===== config.mk =====
export PLATFORM = sky130hd
export DESIGN_NAME = frame_sequencer
export DESIGN_NICKNAME = d
export VERILOG_FILES = /design/src/rtl/frame_sequencer.sv
export SDC_FILE = /design/constraint.sdc
export NUM_CORES = 1
export LEC_CHECK = 0
export ABC_AREA = 1
export BUFFER_PORTS_ARGS = -buffer_cell sky130_fd_sc_hd__clkbuf_2
export CORE_ASPECT_RATIO = 0.7
export CORE_MARGIN = 3
export CORE_UTILIZATION = 50
export CTS_CLUSTER_SIZE = 30
export DETAILED_ROUTE_END_ITERATION = 7
export PLACE_DENSITY = 0.75
export SYNTH_ARGS = -nofsm -noshare
export SYNTH_HDL_FRONTEND = slang
export SYNTH_SLANG_ARGS = --single-unit

===== constraint.sdc =====
create_clock -name clk -period 3.23 [get_ports clk]
set_input_delay 0.1615 -clock clk [delete_from_list [all_inputs] [get_ports clk]]
set_output_delay 0.1615 -clock clk [all_outputs]
set_load 0.05 [all_outputs]

===== src/rtl/frame_sequencer.sv =====
// frame_sequencer: pulls FRAME_LEN samples per frame from a window buffer,
// forwards them downstream over a valid/ready link with frame position and
// last flags, then requests a window hop and waits for the refill to settle.
module frame_sequencer #(
    parameter int WIDTH     = 16,
    parameter int FRAME_LEN = 306,
    parameter int SETTLE    = 2
) (
    input  logic             clk,
    input  logic             rst_n,
    input  logic             enable_i,
    output logic             wb_start_move_o,
    output logic             wb_rd_en_o,
    input  logic [WIDTH-1:0] wb_data_i,
    input  logic             wb_valid_i,
    output logic [WIDTH-1:0] m_data_o,
    output logic             m_valid_o,
    input  logic             m_ready_i,
    output logic [9:0]       m_index_o,
    output logic             m_last_o,
    output logic [15:0]      frame_count_o,
    output logic             busy_o
);

    // Settle counter width: must hold the value SETTLE itself.
    localparam int SW = (SETTLE < 2) ? 1 : $clog2(SETTLE + 1);

    localparam logic [10:0]   LEN_V    = 11'(FRAME_LEN);
    localparam logic [9:0]    LAST_IDX = 10'(FRAME_LEN - 1);
    localparam logic [SW-1:0] SETTLE_V = SW'(SETTLE);

    typedef enum logic [1:0] {
        IDLE      = 2'd0,
        STREAM    = 2'd1,
        MOVE_REQ  = 2'd2,
        MOVE_WAIT = 2'd3
    } state_t;

    state_t            state_q, state_d;
    logic [10:0]       sample_cnt_q, sample_cnt_d;
    logic [SW-1:0]     settle_q, settle_d;
    logic [WIDTH-1:0]  m_data_q, m_data_d;
    logic [9:0]        m_index_q, m_index_d;
    logic              m_valid_q, m_valid_d;
    logic [15:0]       frame_count_q, frame_count_d;

    logic              rd_en;
    logic              handshake;
    logic              last;

    // Pop a sample whenever the output register is free (or draining this
    // cycle) and the frame still has samples left to fetch.
    always_comb begin
        rd_en     = (state_q == STREAM) & wb_valid_i & (~m_valid_q | m_ready_i)
                    & (sample_cnt_q < LEN_V);
        handshake = m_valid_q & m_ready_i;
        last      = m_valid_q & (m_index_q == LAST_IDX);
    end

    // Next-state and datapath update.
    always_comb begin
        state_d       = state_q;
        sample_cnt_d  = sample_cnt_q;
        settle_d      = settle_q;
        m_data_d      = m_data_q;
        m_index_d     = m_index_q;
        m_valid_d     = m_valid_q;
        frame_count_d = frame_count_q;

        case (state_q)
            IDLE: begin
                if (enable_i) begin
                    state_d      = STREAM;
                    sample_cnt_d = '0;
                end
            end

            STREAM: begin
                if (rd_en) begin
                    m_data_d     = wb_data_i;
                    m_index_d    = sample_cnt_q[9:0];
                    m_valid_d    = 1'b1;
                    sample_cnt_d = sample_cnt_q + 11'd1;
                end else if (handshake) begin
                    m_valid_d = 1'b0;
                end
                // Last sample accepted: the counter is exhausted, so no new
                // load can coincide with this handshake.
                if (handshake && last) begin
                    state_d       = MOVE_REQ;
                    frame_count_d = frame_count_q + 16'd1;
                end
            end

            MOVE_REQ: begin
                settle_d = '0;
                state_d  = enable_i ? MOVE_WAIT : IDLE;
            end

            MOVE_WAIT: begin
                // wb_valid_i is not trusted until the refill has had SETTLE cycles.
                if (settle_q != SETTLE_V) begin
                    settle_d = settle_q + 1'b1;
                end else if (wb_valid_i) begin
                    state_d      = STREAM;
                    sample_cnt_d = '0;
                end
            end

            default: state_d = IDLE;
        endcase
    end

    // State and datapath registers.
    always_ff @(posedge clk or negedge rst_n) begin
        if (!rst_n) begin
            state_q       <= IDLE;
            sample_cnt_q  <= '0;
            settle_q      <= '0;
            m_data_q      <= '0;
            m_index_q     <= '0;
            m_valid_q     <= 1'b0;
            frame_count_q <= '0;
        end else begin
            state_q       <= state_d;
            sample_cnt_q  <= sample_cnt_d;
            settle_q      <= settle_d;
            m_data_q      <= m_data_d;
            m_index_q     <= m_index_d;
            m_valid_q     <= m_valid_d;
            frame_count_q <= frame_count_d;
        end
    end

    // Output mapping; everything here decodes to 0 while in reset.
    always_comb begin
        wb_rd_en_o      = rd_en;
        wb_start_move_o = (state_q == MOVE_REQ);
        busy_o          = (state_q != IDLE);
        m_data_o        = m_data_q;
        m_index_o       = m_index_q;
        m_valid_o       = m_valid_q;
        m_last_o        = last;
        frame_count_o   = frame_count_q;
    end

endmodule


# Word-level counts from Yosys, hierarchy flattened

Index checks and enable logic that the tools add are counted.
Widths: inputs -> output; s select.

$add $sub $neg: 3
$lt $le $gt $ge: 1
Equal/unequal tests: 11
Multiplexer cells: 15
Bitwise operators: 7
Reductions and logical operators: 12

Operators with widths:

| kind                  | count |
|---|---|
| $mux 11               | 4 |
| $pmux 11 s3           | 1 |
| $add 16x1->16 const B | 1 |
| $mux 2                | 6 |
| $ne 2x2->1 const B    | 6 |
| $add 11x1->11 const B | 1 |
| $lt 11x9->1 const B   | 1 |
| $eq 10x9->1 const B   | 1 |
| $pmux 2 s4            | 1 |
| $reduce_and 2->1      | 4 |
| $reduce_bool 2->1     | 3 |
| $and 1x1->1           | 5 |
| $reduce_and 5->1      | 1 |
| $eq 2x2->1 const B    | 2 |
| $pmux 2 s2            | 1 |
| $reduce_and 4->1      | 1 |
| $reduce_bool 3->1     | 1 |
| $add 2x1->2 const B   | 1 |
| $eq 2x1->1 const B    | 1 |
| $logic_not 2->1       | 1 |
| $mux 1                | 2 |
| $ne 2x1->1 const B    | 1 |
| $logic_and 1x1->1     | 1 |
| $not 1->1             | 1 |
| $or 1x1->1            | 1 |

Bits in registers: 58
Bits of input ports: 21
Output and inout bits: 47

# Logic depth before layout (Yosys ltp)

Gate-level depths: netlist of run 1.

Depth in word-level cells: 6
Gate-level depth with buffers: 10
Mapped depth without buffers: 10

# Worst setup path after synthesis of run 1

Ideal clock, no wire load.

Path kind: register to output
Start: reg m_index_q[5] (netlist: m_index_o[5])
End: out m_last_o
Arrival time: 1,711 ps
Data required time: 3,069 ps
Path slack: 1,357 ps
Stages on the path, launching flop included: 5
Buffers on the path: 0
Cells stage by stage: dfrtp_1 > nand2_1 > nor3_1 > nand4_1 > nor2_1

Cells in the longest elaborated chain, start to end: 2

Ends and longest elaborated chain:

| element                | line | text |
|---|---|---|
| start, declared        | 43   | `logic [9:0] m_index_q, m_index_d;` |
| start signal, assigned | 129  | `m_index_q <= m_index_d;` |
| $eq 10x9->1            | 57   | `last = m_valid_q & (m_index_q == LAST_IDX);` |
| $and 1x1->1            | 57   |  |
| end, declared          | 20   | `output logic m_last_o,` |

No other way between the ends.

# Worst setup path in the final report of run 1

Start: reg state_q[1]
End: out wb_rd_en_o

Cells in the longest elaborated chain, start to end: 4

Ends and longest elaborated chain:

| element                   | line | text |
|---|---|---|
| start, declared           | 39   | `state_t state_q, state_d;` |
| start signal, assigned    | 125  | `state_q <= state_d;` |
| $eq 2x1->1                | 54   | `rd_en = (state_q == STREAM) & wb_valid_i & (~m_valid_q \| m_ready_i)` |
| $and 1x1->1 (2 in series) | 54   |  |
| $and 1x1->1               | 55   | `& (sample_cnt_q < LEN_V);` |
| end, declared             | 13   | `output logic wb_rd_en_o,` |

No other way between the ends.

==> results of run 1 <==
layout make-up:
cell class	count	area, um^2	area share (%)
clock buffer	9	124	3.41
clock inverter	6	82.6	2.27
inverter	40	155	4.27
multi-input combinational	286	1360	37.6
sequential	58	1450	40.0
tap	75	93.8	2.58
timing repair buffer	70	360	9.92
what timing repair did:
action,4_1_cts,5_1_grt
gates resized for setup,0,0
hold buffers,1,0
hold endpoints to repair,24,0
setup buffers,0,0
critical path, delay by kind of cell (launching register included):
family | cells | cell delay (ns)
flops | 1 | 0.41
buf+inv | 3 | 0.69
fa+ha+maj | 1 | 0.33
simple gates | 3 | 0.60
per-layer routing:
metal  GRT usage [%]  part of all wire (%)  up-vias  routed length [um]
li1                -                     -     1363                   -
met3            6.31                   6.5       10                 453
met5               0                     0        -                   0
met4            7.27                   1.3        0                  91
met2            32.7                    44       86                3090
met1            29.4                    48     1276                3370
synth_stat cells (3+ instances only):
| library cell | n | area share, % |
|---|---|---|
| nand2_1 | 172 | 21 |
| dfrtp_1 | 58 | 48 |
| inv_1 | 38 | 4.7 |
| nor2_1 | 26 | 3.2 |
| nand3_1 | 22 | 3.6 |
| o21ai_0 | 10 | 1.7 |
| xnor2_1 | 10 | 2.9 |
| ha_1 | 7 | 2.9 |
| xor2_1 | 7 | 2.0 |
| o21ai_1 | 6 | 0.99 |
| nand4_1 | 5 | 1.0 |
| buf_2 | 4 | 0.66 |
| a21oi_1 | 3 | 0.50 |
| nand2_4 | 3 | 1.1 |
| nand3b_1 | 3 | 0.74 |
| nor2_2 | 3 | 0.62 |
| nor3_1 | 3 | 0.50 |
sequential cells by signal, summed over array words and instances (netlist names):
register       cells
settle_q           2
m_valid_o          1
frame_count_o     16
state_q            2
m_data_o          16
m_index_o         10
sample_cnt_q      11
power groups by stage:
stage               Sequential [mW]  Clock, mW  Combinational (mW)
floorplan                      1.35          0               0.468
global placement              0.984          0                1.05
detailed placement            0.984          0                1.09
CTS                           0.975      0.725                1.09
global route                  0.993      0.757                1.17
finish                        0.976      0.710                1.08
per-stage QoR:
step           worst slack [ns]  instances  power, mW
2_1_floorplan              1.36        392       1.82
3_3_place_gp               1.12        528       2.04
3_5_place_dp               1.05        528       2.07
4_1_cts                   0.676        544       2.79
5_1_grt                   0.529        544       2.93
6_report                  0.693        544       2.77
how the worst max path moves through the flow:
stage,endpoint,slack [ns],cells after the start
final,wb_rd_en_o,0.69,7
after global routing,wb_rd_en_o,0.53,7
after CTS,wb_rd_en_o,0.68,7
after detailed placement,wb_rd_en_o,1.05,7
after global placement,wb_rd_en_o,1.12,7
after floorplan,m_last_o,1.36,4
cell families (layout without fill, tap and decap cells):
| family | after synthesis | after routing |
|---|---|---|
| DFF | 58 | 58 |
| adders and majority gates | 7 | 7 |
| xor gates and xnor gates | 17 | 17 |
| buffers and inverters | 48 | 125 |
| AOI/OAI and AO/OA | 22 | 22 |
| and+or+nand+nor | 240 | 240 |
==> reports/metrics.csv, run 1 <==
metric,value,unit
outcome,"complete, no violations",
sequentialPowerShare,35.3,%
p_sw,1.24,mW
synthesis.area,0.00303,mm^2
timing.max_slew.rel_slack,55.5,%
critPathSlowestCell,dfrtp_1,
htree_num_levels,3,
irDropWorstVdd,0.000606,V
area_of_the_die,0.00705,mm^2
via_per_inst,5.03,
mostFrequentLayoutCells,"172 x nand2_1, 67 x clkbuf_2, 58 x dfrtp_1",
number_of_placed_i_o_pins,68,
synth_adder_area_share,2.89,%
clock-skew-final,0.00747,ns
worstSkewPairLatency,0.33,ns
max-clock-path-buffers,2,
synth-xor-area-share,4.91,%
grt_pass1_vias,2618,
chipHeight,71.2,um
io_buffer_count,67,
worst_setup_path_startpoint,state_q[1],
grt_overflow_total,0,
final_area,0.00363,mm^2
grtUsageTotal,21.4,%
cp.arrival,2.38,ns
fin_crit_sh,78.6,%
synth_seq_area_share,47.9,%
nFillCells,516,
combinationalPowerShare,39.1,%
cts_made_buffers,9,
final-setup-viol-count,0,
timing.critical_path.fanout_max,34,
utilization,62.8,%
hold_start,wb_data_i[6],
min_clock_period_post_route,2.54,ns
worst-r2r-setup-slack,1.23,ns
sum_of_net_half_perimeters_after_detailed_placement,5070,um
synth.mux.area_fraction,0,%
synth-async-reset-ratio,100,%
postSynthNetCount,420,
cts-root-buf,clkbuf_8,
power_density_over_the_cells,762,mW/mm^2
number_of_antenna_violations_at_the_first_check_in_global_routing,0,
netlist-cell-type-count,27,
routed_length_per_instance,12.9,um
timing.critical_path.required,3.07,ns
drt_pass1_iterations,4,
fmax,0.394,GHz
worstHoldPathCells,3,
final_common_cell,nand2_1,
drv_cap,0,
mean_cell_area_of_the_mapped_netlist,7.73,um^2
internal_power,1.53,mW
drt.antenna.violating_nets,0,
worst_margin_slew,0.667,ns
critical_path.reg2reg.startpoint,state_q[1],
dpl-instance-area,0.00341,mm^2
antenna_fix_cells,0,
finalHoldWorstSlack,0.0153,ns
setup.worst_path.end_class,output pin,
grt_pass1_wl,12000,um
initial_core_util,52.4,%
hold_path_class,in -> reg,
finalMaxSlewViolations,0,
worstPathCellList,"inv_1, ha_1, nand3_1, nor3_2, nand2_4, inv_6, clkbuf_2",
synth_area_in_compound_gates,3.96,%
r2r-end,sample_cnt_q[0],
clockPowerShare,25.6,%
postSynthRegisterBits,58,
flow.area_growth_from_synthesis,19.8,%
sink_count_of_the_clock_tree,58,
placer_congestion_estimate,0.852,
start_kind,flip-flop,
drcViolationCount,0,
synth_enable_flop_cells,0,
post_synth_inst_count,392,
leakage,1.94,nW
final_tns_setup,0,ns
floorplan.die.width,99.1,um
worstHoldEndpoint,m_data_o[6],
grt_setup_unrepaired,false,
core_region_area,0.00578,mm^2
primary_flip_flop_cell_chosen_by_synthesis_mapping,dfrtp_1,
hold_viol_final,0,
grt_start_max_net_pins,35,
cp_slowest_stage_delay,0.41,ns
vias,2735,
floorplan.rows,23,
timing_worst_setup_path_type,reg -> out,
synth_simple_gate_area_share,33.2,%
power.share.switching,44.7,%
layout.nets,493,
cts_tree,yes,
first_iter_violations,148,
worst_r2r_path_depth,9,
synth_top_family_by_area,simple AND/OR/NAND/NOR gates,
totalWireLength,7000,um
clk_transition_reported_paths,0.07,ns
yosysWarnings,0,
drive_gt1_share,20.7,%
No activity file was read; power rests on OpenSTA's default activity.
==> run 2: changes to the inputs <==
Settings changed: ABC_AREA 1 to 0, CORE_UTILIZATION 50 to 48, PLACE_DENSITY 0.75 to 0.76.
Clock period 3.23 ns to 2.25 ns, I/O delays scaled along.
==> run 2 against run 1 <==
Worst hold slack better by 0.0032 ns. Flip-flop and latch count unchanged. Clock skew about the same. Worst setup slack worse by 0.51 ns. Sequential share of layout area up 0.45 points. Largest power group unchanged.
==> reports/metrics.csv, run 2 <==
metric,value,unit
outcome,"complete, no violations",
area_of_the_die,0.00664,mm^2
timing_worst_setup_path_type,reg -> out,
worst_setup_path_startpoint,state_q[1],
initial_core_util,50.8,%
final-setup-viol-count,0,
synth_seq_area_share,53.2,%
grtUsageTotal,20.4,%
floorplan.die.width,96.1,um
clk_transition_reported_paths,0.07,ns
final_tns_setup,0,ns
totalPowerFinal,4.06,mW
drcViolationCount,0,
placer_congestion_estimate,0.818,
postSynthRegisterBits,58,
hold_viol_final,0,
finalWorstSetupSlack,0.179,ns
synth-async-reset-ratio,100,%
worst_margin_slew,0.568,ns
synthesis.area,0.00273,mm^2
first_iter_violations,119,
cp.arrival,1.96,ns
chipHeight,69.1,um
drt.antenna.violating_nets,0,
dpl-instance-area,0.00320,mm^2
routed_length_per_instance,16.0,um
grt_pass1_wl,10300,um
sum_of_net_half_perimeters_after_detailed_placement,4560,um
yosysTopAreaCell,dfrtp_1,
netlist-cell-type-count,47,
via_per_inst,5.44,
io_buffer_count,67,
primary_flip_flop_cell_chosen_by_synthesis_mapping,dfrtp_1,
totalWireLength,6430,um
setup.worst_path.end_class,output pin,
power_density_over_the_cells,1130,mW/mm^2
htree_num_levels,3,
cts_made_buffers,9,
timing.max_slew.rel_slack,62.1,%
nFillCells,427,
min_clock_period_post_route,2.07,ns
irDropWorstVdd,0.000695,V
synth_enable_flop_cells,0,
number_of_antenna_violations_at_the_first_check_in_global_routing,0,
mostFrequentLayoutCells,"66 x clkbuf_2, 57 x dfrtp_1, 20 x mux2_1",
worst-r2r-setup-slack,0.21,ns
core_region_area,0.00537,mm^2
start_kind,flip-flop,
timing.critical_path.fanout_max,14,
finalHoldWorstSlack,0.0185,ns
post-synth-top-area-fraction,53.2,%
layout.nets,352,
grt_overflow_total,0,
floorplan.rows,22,
drt_pass1_iterations,5,
post_synth_inst_count,230,
max-clock-path-buffers,2,
postSynthNetCount,258,
critical_path.reg2reg.startpoint,m_index_o[7],
yosysWarnings,0,
grt_start_max_net_pins,25,
synth_common_cells,"58 x dfrtp_1, 20 x mux2_1, 14 x nand2_1",
drv_cap,0,
fmax,0.483,GHz
hold_path_class,in -> reg,
hold_start,wb_data_i[15],
fin_crit_sh,92.0,%
cts_tree,yes,
cts-root-buf,clkbuf_8,
number_of_placed_i_o_pins,68,
antenna_fix_cells,0,
clock-skew-final,0.00761,ns
drive_gt1_share,33.1,%
vias,2182,
grt_setup_unrepaired,false,
yosys.cell_count.top_type,dfrtp_1,
mean_cell_area_of_the_mapped_netlist,11.9,um^2
final_area,0.00359,mm^2
sink_count_of_the_clock_tree,58,
flow.area_growth_from_synthesis,31.7,%
ys_top_cells_by_area,"dfrtp_1 53%, mux2_1 8.3%, xnor2_1 4.2%",
worstSkewPairLatency,0.33,ns
final_common_cell,clkbuf_2,
worst_slack_at_placement,0.217,ns
leakage,1.74,nW
timing.critical_path.required,2.14,ns
finalMaxSlewViolations,0,
grt_pass1_vias,2130,
-- run 2: cell count changes after synthesis, sizes merged, moves of 5 or more --
cell / previous run / this run
buf: 8 / 3
inv: 40 / 7
a32o: 0 / 7
clkbuf: 0 / 5
and2: 0 / 5
nand2: 175 / 14
nand3: 23 / 10
o21ai: 18 / 11
nor2: 29 / 6
mux2: 0 / 25
xor2: 7 / 2
-- run 2: cells by family (layout without fill, tap and decap cells) --
group | Yosys count | after routing | share of synthesized area (%)
AND/OR/NAND/NOR | 69 | 69 | 14.7
flip-flops | 58 | 58 | 53.2
AO/OA/AOI/OAI | 39 | 39 | 10.7
multiplexers | 27 | 27 | 11.1
XOR/XNOR | 15 | 15 | 4.82
buffers and inverters | 15 | 114 | 2.29
adder cells (fa/ha/maj) | 7 | 7 | 3.21
-- run 2: power by group --
part	internal (mW)	leakage [nW]	switching, mW	total, mW
Sequential	1.25	0.766	0.147	1.40
Clock	0.712	0.119	0.401	1.11
Combinational	0.418	0.853	1.13	1.54
-- run 2: repair_timing --
| item | CTS | global route |
|---|---|---|
| gates resized for setup | 2 | 4 |
| endpoints found under the setup margin | 1 | 1 |
| hold buffers | 11 | 3 |
| buffers inserted | 0 | 0 |
| hold endpoints to repair | 32 | 3 |
-- run 2: worst paths after layout --
path	endpoint	cells after the start
setup / recovery	wb_rd_en_o	7
hold / removal	m_data_o[15]	2
setup reg to reg	state_q[0]	4
hold reg to reg	frame_count_o[15]	1
max in group asynchronous	sample_cnt_q[2]	3
min in group asynchronous	m_data_o[11]	2
-- run 2: worst max-delay path, cell delays in order, from the launching register on --
cell and delay [ns]:
dfrtp_1 0.41, inv_1 0.10, ha_2 0.28, o2111a_1 0.25, nand2_1 0.09, inv_2 0.08, buf_4 0.21, buf_6 0.19
-- run 2: final cells by class --
type / instances / area, um^2 / area share, %
clock buffer: 12 / 165 / 4.60
clock inverter: 4 / 72.6 / 2.02
multi-input combinational: 157 / 1230 / 34.2
sequential: 58 / 1450 / 40.4
timing repair buffer: 91 / 557 / 15.5
tap: 72 / 90.1 / 2.51
inverter: 7 / 26.3 / 0.731
-- run 2: layer usage --
layer	GRT usage (%)	vias up	wire length, um
li1	-	1042	-
met4	4.42	0	56
met5	0	-	0
met2	30.4	80	2920
met3	9.92	6	535
met1	26.8	1054	2910
-- run 2: metrics by stage --
stage | utilization, % | std cells
after floorplan | - | 230
after CTS | 66.1 | 398
final | 66.9 | 401
after global routing | 66.9 | 401
after detailed placement | 59.6 | 371
after global placement | 59.6 | 371
